<file path="src/rtl/flash_arbiter.sv">
`default_nettype none
// ============================================================================
// flash_arbiter : round-robin arbiter for two requesters sharing one flash_serial engine
// Revision 1.0
// ============================================================================
module flash_arbiter #(
  parameter int WORD_BITS     = 8,
  parameter int ADDRESS_WORDS = 2,
  parameter int GAP_CYCLES    = 4,
  parameter int TIMEOUT       = 4096
) (
  input  logic                                   in_clk,
  input  logic                                   in_rst,
  input  logic [1:0]                             in_req,
  input  logic [1:0]                             in_read,
  input  logic [2*WORD_BITS*ADDRESS_WORDS-1:0]   in_addr,
  input  logic [2*WORD_BITS*ADDRESS_WORDS-1:0]   in_len,
  input  logic [2*WORD_BITS-1:0]                 in_wdata,
  output logic [1:0]                             out_grant,
  output logic [WORD_BITS-1:0]                   out_rdata,
  output logic [1:0]                             out_rvalid,
  output logic [1:0]                             out_wack,
  output logic [1:0]                             out_done,
  output logic                                   out_err,
  output logic                                   out_flash_rst,
  output logic                                   out_flash_enable,
  output logic                                   out_flash_read,
  output logic [WORD_BITS*ADDRESS_WORDS-1:0]     out_flash_addr,
  output logic [WORD_BITS-1:0]                   out_flash_wdata,
  input  logic [WORD_BITS-1:0]                   in_flash_rdata,
  input  logic                                   in_flash_word_finished
);
  localparam int AW = WORD_BITS * ADDRESS_WORDS;
  localparam int TW = $clog2(TIMEOUT + 1);
  localparam int GW = (GAP_CYCLES > 1) ? $clog2(GAP_CYCLES) : 1;

  localparam logic [1:0] ST_IDLE = 2'd0;
  localparam logic [1:0] ST_RUN  = 2'd1;
  localparam logic [1:0] ST_GAP  = 2'd2;

  localparam logic [TW-1:0] TMO_LAST = TW'(TIMEOUT - 1);
  localparam logic [GW-1:0] GAP_LAST = GW'(GAP_CYCLES - 1);

  logic [1:0]           state_q, state_d;
  logic                 owner_q, owner_d;
  logic                 prio_q, prio_d;
  logic [1:0]           grant_q, grant_d;
  logic                 read_q, read_d;
  logic [AW-1:0]        addr_q, addr_d;
  logic [AW-1:0]        len_q, len_d;
  logic [AW-1:0]        cnt_q, cnt_d;
  logic [TW-1:0]        tmo_q, tmo_d;
  logic [GW-1:0]        gap_q, gap_d;
  logic [WORD_BITS-1:0] rdata_q, rdata_d;
  logic [1:0]           rvalid_q, rvalid_d;
  logic [1:0]           wack_q, wack_d;
  logic                 err_q, err_d;
  logic                 wf_prev_q;
  logic                 rst_d1_q;
  logic                 flash_rst_q;

  logic                 winner;
  logic [AW-1:0]        win_len;
  logic                 word_evt;
  logic                 last_word;
  logic                 tmo_hit;

  // With both requesting, the requester not served last holds priority.
  assign winner    = (&in_req) ? prio_q : in_req[1];
  assign win_len   = winner ? in_len[AW +: AW] : in_len[0 +: AW];
  assign word_evt  = (state_q == ST_RUN) && in_flash_word_finished && !wf_prev_q;
  assign last_word = (cnt_q == (len_q - AW'(1)));
  assign tmo_hit   = (state_q == ST_RUN) && !word_evt && (tmo_q == TMO_LAST);

  always_ff @(posedge in_clk) begin
    if (in_rst) begin
      state_q <= ST_IDLE;
    end else begin
      state_q <= state_d;
    end
  end

  always_comb begin
    state_d = state_q;
    case (state_q)
      ST_IDLE: if (|in_req) state_d = ST_RUN;
      ST_RUN:  if ((word_evt && last_word) || tmo_hit) state_d = ST_GAP;
      ST_GAP:  if (gap_q == GAP_LAST) state_d = ST_IDLE;
      default: state_d = ST_IDLE;
    endcase
  end

  always_comb begin
    owner_d  = owner_q;
    prio_d   = prio_q;
    grant_d  = grant_q;
    read_d   = read_q;
    addr_d   = addr_q;
    len_d    = len_q;
    cnt_d    = cnt_q;
    tmo_d    = '0;
    gap_d    = '0;
    rdata_d  = rdata_q;
    rvalid_d = 2'b00;
    wack_d   = 2'b00;
    err_d    = err_q;
    case (state_q)
      ST_IDLE: begin
        if (|in_req) begin
          owner_d = winner;
          prio_d  = ~winner;
          grant_d = winner ? 2'b10 : 2'b01;
          read_d  = in_read[winner];
          addr_d  = winner ? in_addr[AW +: AW] : in_addr[0 +: AW];
          len_d   = (win_len == '0) ? AW'(1) : win_len;
          cnt_d   = '0;
        end
      end
      ST_RUN: begin
        if (word_evt) begin
          cnt_d = cnt_q + AW'(1);
          if (read_q) begin
            rdata_d  = in_flash_rdata;
            rvalid_d = grant_q;
          end else begin
            wack_d = grant_q;
          end
        end else begin
          tmo_d = tmo_q + TW'(1);
          if (tmo_hit) err_d = 1'b1;
        end
      end
      ST_GAP: begin
        if (gap_q == GAP_LAST) begin
          grant_d = 2'b00;
        end else begin
          gap_d = gap_q + GW'(1);
        end
      end
      default: ;
    endcase
  end

  always_ff @(posedge in_clk) begin
    if (in_rst) begin
      owner_q  <= 1'b0;
      prio_q   <= 1'b0;
      grant_q  <= 2'b00;
      read_q   <= 1'b0;
      addr_q   <= '0;
      len_q    <= '0;
      cnt_q    <= '0;
      tmo_q    <= '0;
      gap_q    <= '0;
      rdata_q  <= '0;
      rvalid_q <= 2'b00;
      wack_q   <= 2'b00;
      err_q    <= 1'b0;
      wf_prev_q <= 1'b0;
    end else begin
      owner_q  <= owner_d;
      prio_q   <= prio_d;
      grant_q  <= grant_d;
      read_q   <= read_d;
      addr_q   <= addr_d;
      len_q    <= len_d;
      cnt_q    <= cnt_d;
      tmo_q    <= tmo_d;
      gap_q    <= gap_d;
      rdata_q  <= rdata_d;
      rvalid_q <= rvalid_d;
      wack_q   <= wack_d;
      err_q    <= err_d;
      wf_prev_q <= in_flash_word_finished;
    end
  end

  // Flash reset covers every reset cycle plus one cycle after release.
  always_ff @(posedge in_clk) begin
    rst_d1_q    <= in_rst;
    flash_rst_q <= in_rst | rst_d1_q;
  end

  always_comb begin
    out_flash_enable = (state_q == ST_RUN);
    out_done         = ((state_q == ST_GAP) && (gap_q == GAP_LAST)) ? grant_q : 2'b00;
    out_flash_wdata  = owner_q ? in_wdata[WORD_BITS +: WORD_BITS] : in_wdata[0 +: WORD_BITS];
  end

  assign out_grant      = grant_q;
  assign out_rdata      = rdata_q;
  assign out_rvalid     = rvalid_q;
  assign out_wack       = wack_q;
  assign out_err        = err_q;
  assign out_flash_rst  = flash_rst_q;
  assign out_flash_read = read_q;
  assign out_flash_addr = addr_q;

endmodule
`default_nettype wire
</file>
<file path="config.mk">
export PLATFORM = sky130hd
export DESIGN_NAME = flash_arbiter
export DESIGN_NICKNAME = d
export VERILOG_FILES = /design/src/rtl/flash_arbiter.sv
export SDC_FILE = /design/constraint.sdc
export NUM_CORES = 1
export LEC_CHECK = 0
export BUFFER_PORTS_ARGS = -buffer_cell sky130_fd_sc_hd__clkbuf_2
export CORE_MARGIN = 10
export CORE_UTILIZATION = 55
export DETAILED_ROUTE_END_ITERATION = 8
export PLACE_DENSITY = 0.91
export SETUP_SLACK_MARGIN = 0.05
export SLEW_MARGIN = 5
export SYNTH_ARGS = -nofsm -noshare
export SYNTH_HDL_FRONTEND = slang
export SYNTH_SLANG_ARGS = --single-unit
</file>
<file path="constraint.sdc">
create_clock -name in_clk -period 3.43 [get_ports in_clk]
set_input_delay 0.1715 -clock in_clk [delete_from_list [all_inputs] [get_ports in_clk]]
set_output_delay 0.1715 -clock in_clk [all_outputs]
set_load 0.05 [all_outputs]
</file>
Yosys cells after proc, flatten, opt, wreduce, memory -nomap -nowiden
Cells that the tools add are included.
- register bits after elaboration: 86
- input bits: 95
- eq/ne operators: 9
- bitwise operators: 6
- $add $sub $neg: 4
- reduce and logical (&&, ||, !) cells: 25
- magnitude comparators: 1
- muxes and demuxes: 18
- operators with widths (kind ; number):
    $mux 16 ; 5
    $pmux 16 s2 ; 1
    $add 16x1->16 const B ; 1
    $eq 16x16->1 ; 1
    $logic_not 16->1 ; 1
    $sub 16x1->16 const B ; 1
    $reduce_and 3->1 ; 5
    $add 13x1->13 const B ; 1
    $eq 13x12->1 const B ; 1
    $mux 2 ; 6
    $mux 8 ; 1
    $reduce_or 4->1 ; 2
    $logic_and 1x1->1 ; 6
    $pmux 2 s3 ; 1
    $reduce_or 3->1 ; 2
    $not 1->1 ; 5
    $eq 2x2->1 const B ; 2
    $ne 2x1->1 const B ; 2
    $ne 2x2->1 const B ; 2
    $pmux 2 s2 ; 1
    $reduce_and 2->1 ; 2
    $reduce_bool 2->1 ; 2
    $mux 1 ; 3
    $add 2x1->2 const B ; 1
    other kinds (7) ; 8

Logic depth before layout (Yosys ltp)
- word-level depth: 9
- depth in mapped cells: 9
- mapped depth without buffers: 9

Least setup slack after synthesis
OpenSTA, ideal clock, no wires.
- kind: flip-flop to flip-flop
- start: register len_q[0]
- end: register state_q[0]
- buffers on the path: 0
- period minus slack after synthesis: 2253 ps
- stages on the path, launching flop included: 9
- path slack: 1177 ps
- arrival: 2126 ps
- library setup time: 127 ps
- path through: dfxtp_1 > inv_1 > ha_1 > nor3b_1 > nand4_1 > xnor2_1 > a2111oi_4 > o2111ai_1 > o2bb2ai_1
- longest elaborated chain between the ends: 6
- ends and longest elaborated chain (what ; RTL line ; text):
    start, declared ; 50 ; logic [AW-1:0] len_q, len_d;
    start signal, assigned ; 166 ; len_q <= len_d;
    $sub 16x1->16 ; 72 ; assign last_word = (cnt_q == (len_q - AW'(1)));
    $eq 16x16->1 ; 72 ;
    $logic_and 1x1->1 ; 87 ; ST_RUN: if ((word_evt && last_word) || tmo_hit) state_d = ST_GAP;
    $logic_or 1x1->1 ; 87 ;
    $ne 2x1->1 (no source line) ; -- ;
    $reduce_and 3->1 (no source line) ; -- ;
    end signal, assigned ; 79 ; state_q <= state_d;
    end, declared ; 44 ; logic [1:0] state_q, state_d;
No other way between the ends.
A chain may end at the register's enable or synchronous reset.

Worst setup path in the final report
Same ends and word-level chain as after synthesis.

==> impl_metrics.yaml <==
run_status:
  status: "complete, no violations"
hold_path:
  hold_path_class: "in2reg"
clock_network:
  cts_setup_buffers: 0
  cts_sinks: 86
  clock-root-buffer: "clkbuf_8"
  cts_resized: 0
  tritoncts: "yes"
  cts_hold_buf: 0
  clk_pin_slew_ps: 90
  cts_buffer_depth: 2
  cts_inserted_buffers: 9
  clock_latency_ps: 370
  clock_tree.htree_level_count: 3
global_routing:
  grt_usage: 0.2019
  antenna_found_initial: 0
  grt_pass1_wl_um: 19040
  grt_max_degree: 34
  grt_pass1_vias: 4041
  grt_overflow_total: 0
timing:
  post-route-min-period_ps: 2681
  post-route-period-util: 0.7816
  fin_setup_tns_ps: 0
  slew_viol_final: 0
  max_slew_margin: 0.3080
  finClkSkew_ps: 12.05
  rsz0062_at_grt: "no"
  worst_slew_pin_slew_ps: 1038
  setup_viol: 0
  layout_setup_ws_ps: 749.0
  fmax_ghz: 0.3730
  holdWs_ps: 15.43
  hold_viol: 0
synthesis:
  yosys_register_bits: 86
  ys_async_sr_fraction: 0
  yosysWarnings: 0
  syn_area_per_cell_um2: 8.434
  synth_top_cell_by_area: "dfxtp_1"
  synth_ff_type: "dfxtp_1"
  synth-edff-count: 0
  synthDistinctLibCells: 48
  ys_top_cells_by_area: "dfxtp_1 41%, nor2_1 6.2%, xor2_1 5.5%"
  ys_top_cells_by_count: "86 x dfxtp_1, 69 x nor2_1, 52 x nand2_1"
  synthDominantCellAreaShare: 0.4132
  syn_area_um2: 4166
  yosysMostFrequentCell: "dfxtp_1"
  syn_nets: 593
  syn_inst: 494
  yosysSeqAreaShare: 0.4132
floorplan:
  coreArea_um2: 7292
  die-area_um2: 11460
  fp.dieW_um: 107.0
  rows: 31
  boundaryPins: 139
  initial_utilization: 0.5714
  die_h_um: 107.0
worst_setup_path:
  cp_top_family: "simple AND/OR/NAND/NOR gates"
  slowest_stage: "nor3b_1"
  critical_path_class: "reg2reg"
  cp-end-kind: "flip-flop"
  critical_path.max_stage_delay_ps: 670
  crit_required_ps: 3650
  crit_chain: "inv_1 > ha_1 > nor3b_1 > nand4_1 > xnor2_1 > a2111oi_4 > o2111ai_1 > o2bb2ai_1"
  worstSetupStartpointType: "flip-flop"
  path_max_fanout: 7
  worst_ep_arrival_time_ps: 2900
  path_buf_inv: 1
layout:
  antenna_cells: 0
  layout-drive-gt1-share: 0.2830
  nNetsFinal: 717
  syn2layout_area_growth_pct: 21.80
  final_cells: 721
placed_design:
  port_buffers: 138
  dp_cells: 706
  dp_hpwl_um: 9357
  pre_cts_ws_ps: 751.1
  gp_congestion: 0.8598
routing:
  via_count: 4035
  viasPerCell: 5.596
  wl_per_cell_um: 16.47
  drc: 0
  dr.first_iter.drc_count: 232
  dr.pass1.iters: 5
  wl_um: 11870
  final_antenna_net_count: 0
pwr:
  pwr_density_cell_nw_per_um2: 460.4
  p_leak_nw: 2.144
  p_total_mw: 2.337
  irDropWorstVdd_mv: 0.3901
flow_run:
  max_cap_violations: 0
cell usage in the layout, fill, tap and decap left out, types with 3 or more instances in the layout:
master	instances
inv_1	10
nand2b_1	7
buf_4	4
nor3b_1	3
ha_1	4
mux2_2	8
clkinv_4	4
a31oi_1	4
xnor2_1	16
a22oi_1	18
nor3_1	18
nand3_1	14
and4_1	3
o21ai_0	5
dfxtp_1	86
mux2i_1	18
or2_2	4
a21oi_1	36
a211oi_1	17
nand4_1	9
xor2_1	26
nand2_1	52
clkbuf_8	9
or3_1	4
clkbuf_2	138
nor4_1	7
nor2_1	69
cells by family (layout without fill, tap and decap cells):
group | after synthesis | in the layout | share of synthesized area
compound gates | 94 | 94 | 0.1502
flops | 86 | 86 | 0.4132
simple gates | 202 | 202 | 0.2306
xor+xnor | 42 | 42 | 0.08829
buf+inv | 39 | 167 | 0.03724
mux | 27 | 27 | 0.06847
fa+ha+maj | 4 | 4 | 0.01201
path summary, 6_finish.rpt:
path	cells after the start	from	slack, ps	end
worst max-delay path	8	len_q[0]$_SDFFE_PP0P_	750	state_q[0]$_SDFFE_PP0P_
worst min-delay path	3	in_flash_rdata[6]	20	out_rdata[6]$_SDFFE_PP0P_
worst max register to register	8	len_q[0]$_SDFFE_PP0P_	750	state_q[0]$_SDFFE_PP0P_
worst min register to register	1	rst_d1_q$_DFF_P_	420	out_flash_rst$_DFF_P_
routing by layer:
metal / global-route usage / part of all wire
met1: 0.2237 / 0.38
met2: 0.3543 / 0.53
met3: 0.04790 / 0.054
met4: 0.09768 / 0.031
met5: 0 / 0
where the power goes:
group | internal (mW) | leakage [nW] | switching (mW)
Clock | 0.263 | 0.0815 | 0.376
Sequential | 1.05 | 0.702 | 0.0628
Combinational | 0.207 | 1.36 | 0.374
cell type report:
type | count | area [µm²]
multi-input combinational | 369 | 2297
fill | 571 | 2217
sequential | 86 | 1722
timing repair buffer | 142 | 720.7
clock buffer | 9 | 123.9
tap | 99 | 123.9
clock inverter | 6 | 50.05
inverter | 10 | 37.54
stage by stage:
step / instance area, µm² / utilization
after floorplan: 4167 / -
after global placement: 4901 / 0.6721
after detailed placement: 4901 / 0.6721
after CTS: 5075 / 0.6960
after global routing: 5075 / 0.6960
final: 5075 / 0.6960
worst min-delay path, delay by kind of cell:
family	cells	cell delay, ps
compound gates	1	50
buf+inv	1	80
simple gates	1	40
flip-flops by register name (all words and copies together), names as in the netlist, 2 cells and up:
signal and flops:
out_wack 2, out_grant 2, state_q 2, out_rdata 8
out_flash_addr 16, cnt_q 16, gap_q 2, len_q 16
out_rvalid 2, tmo_q 13
Note: power is estimated with default switching activity, not from simulation.
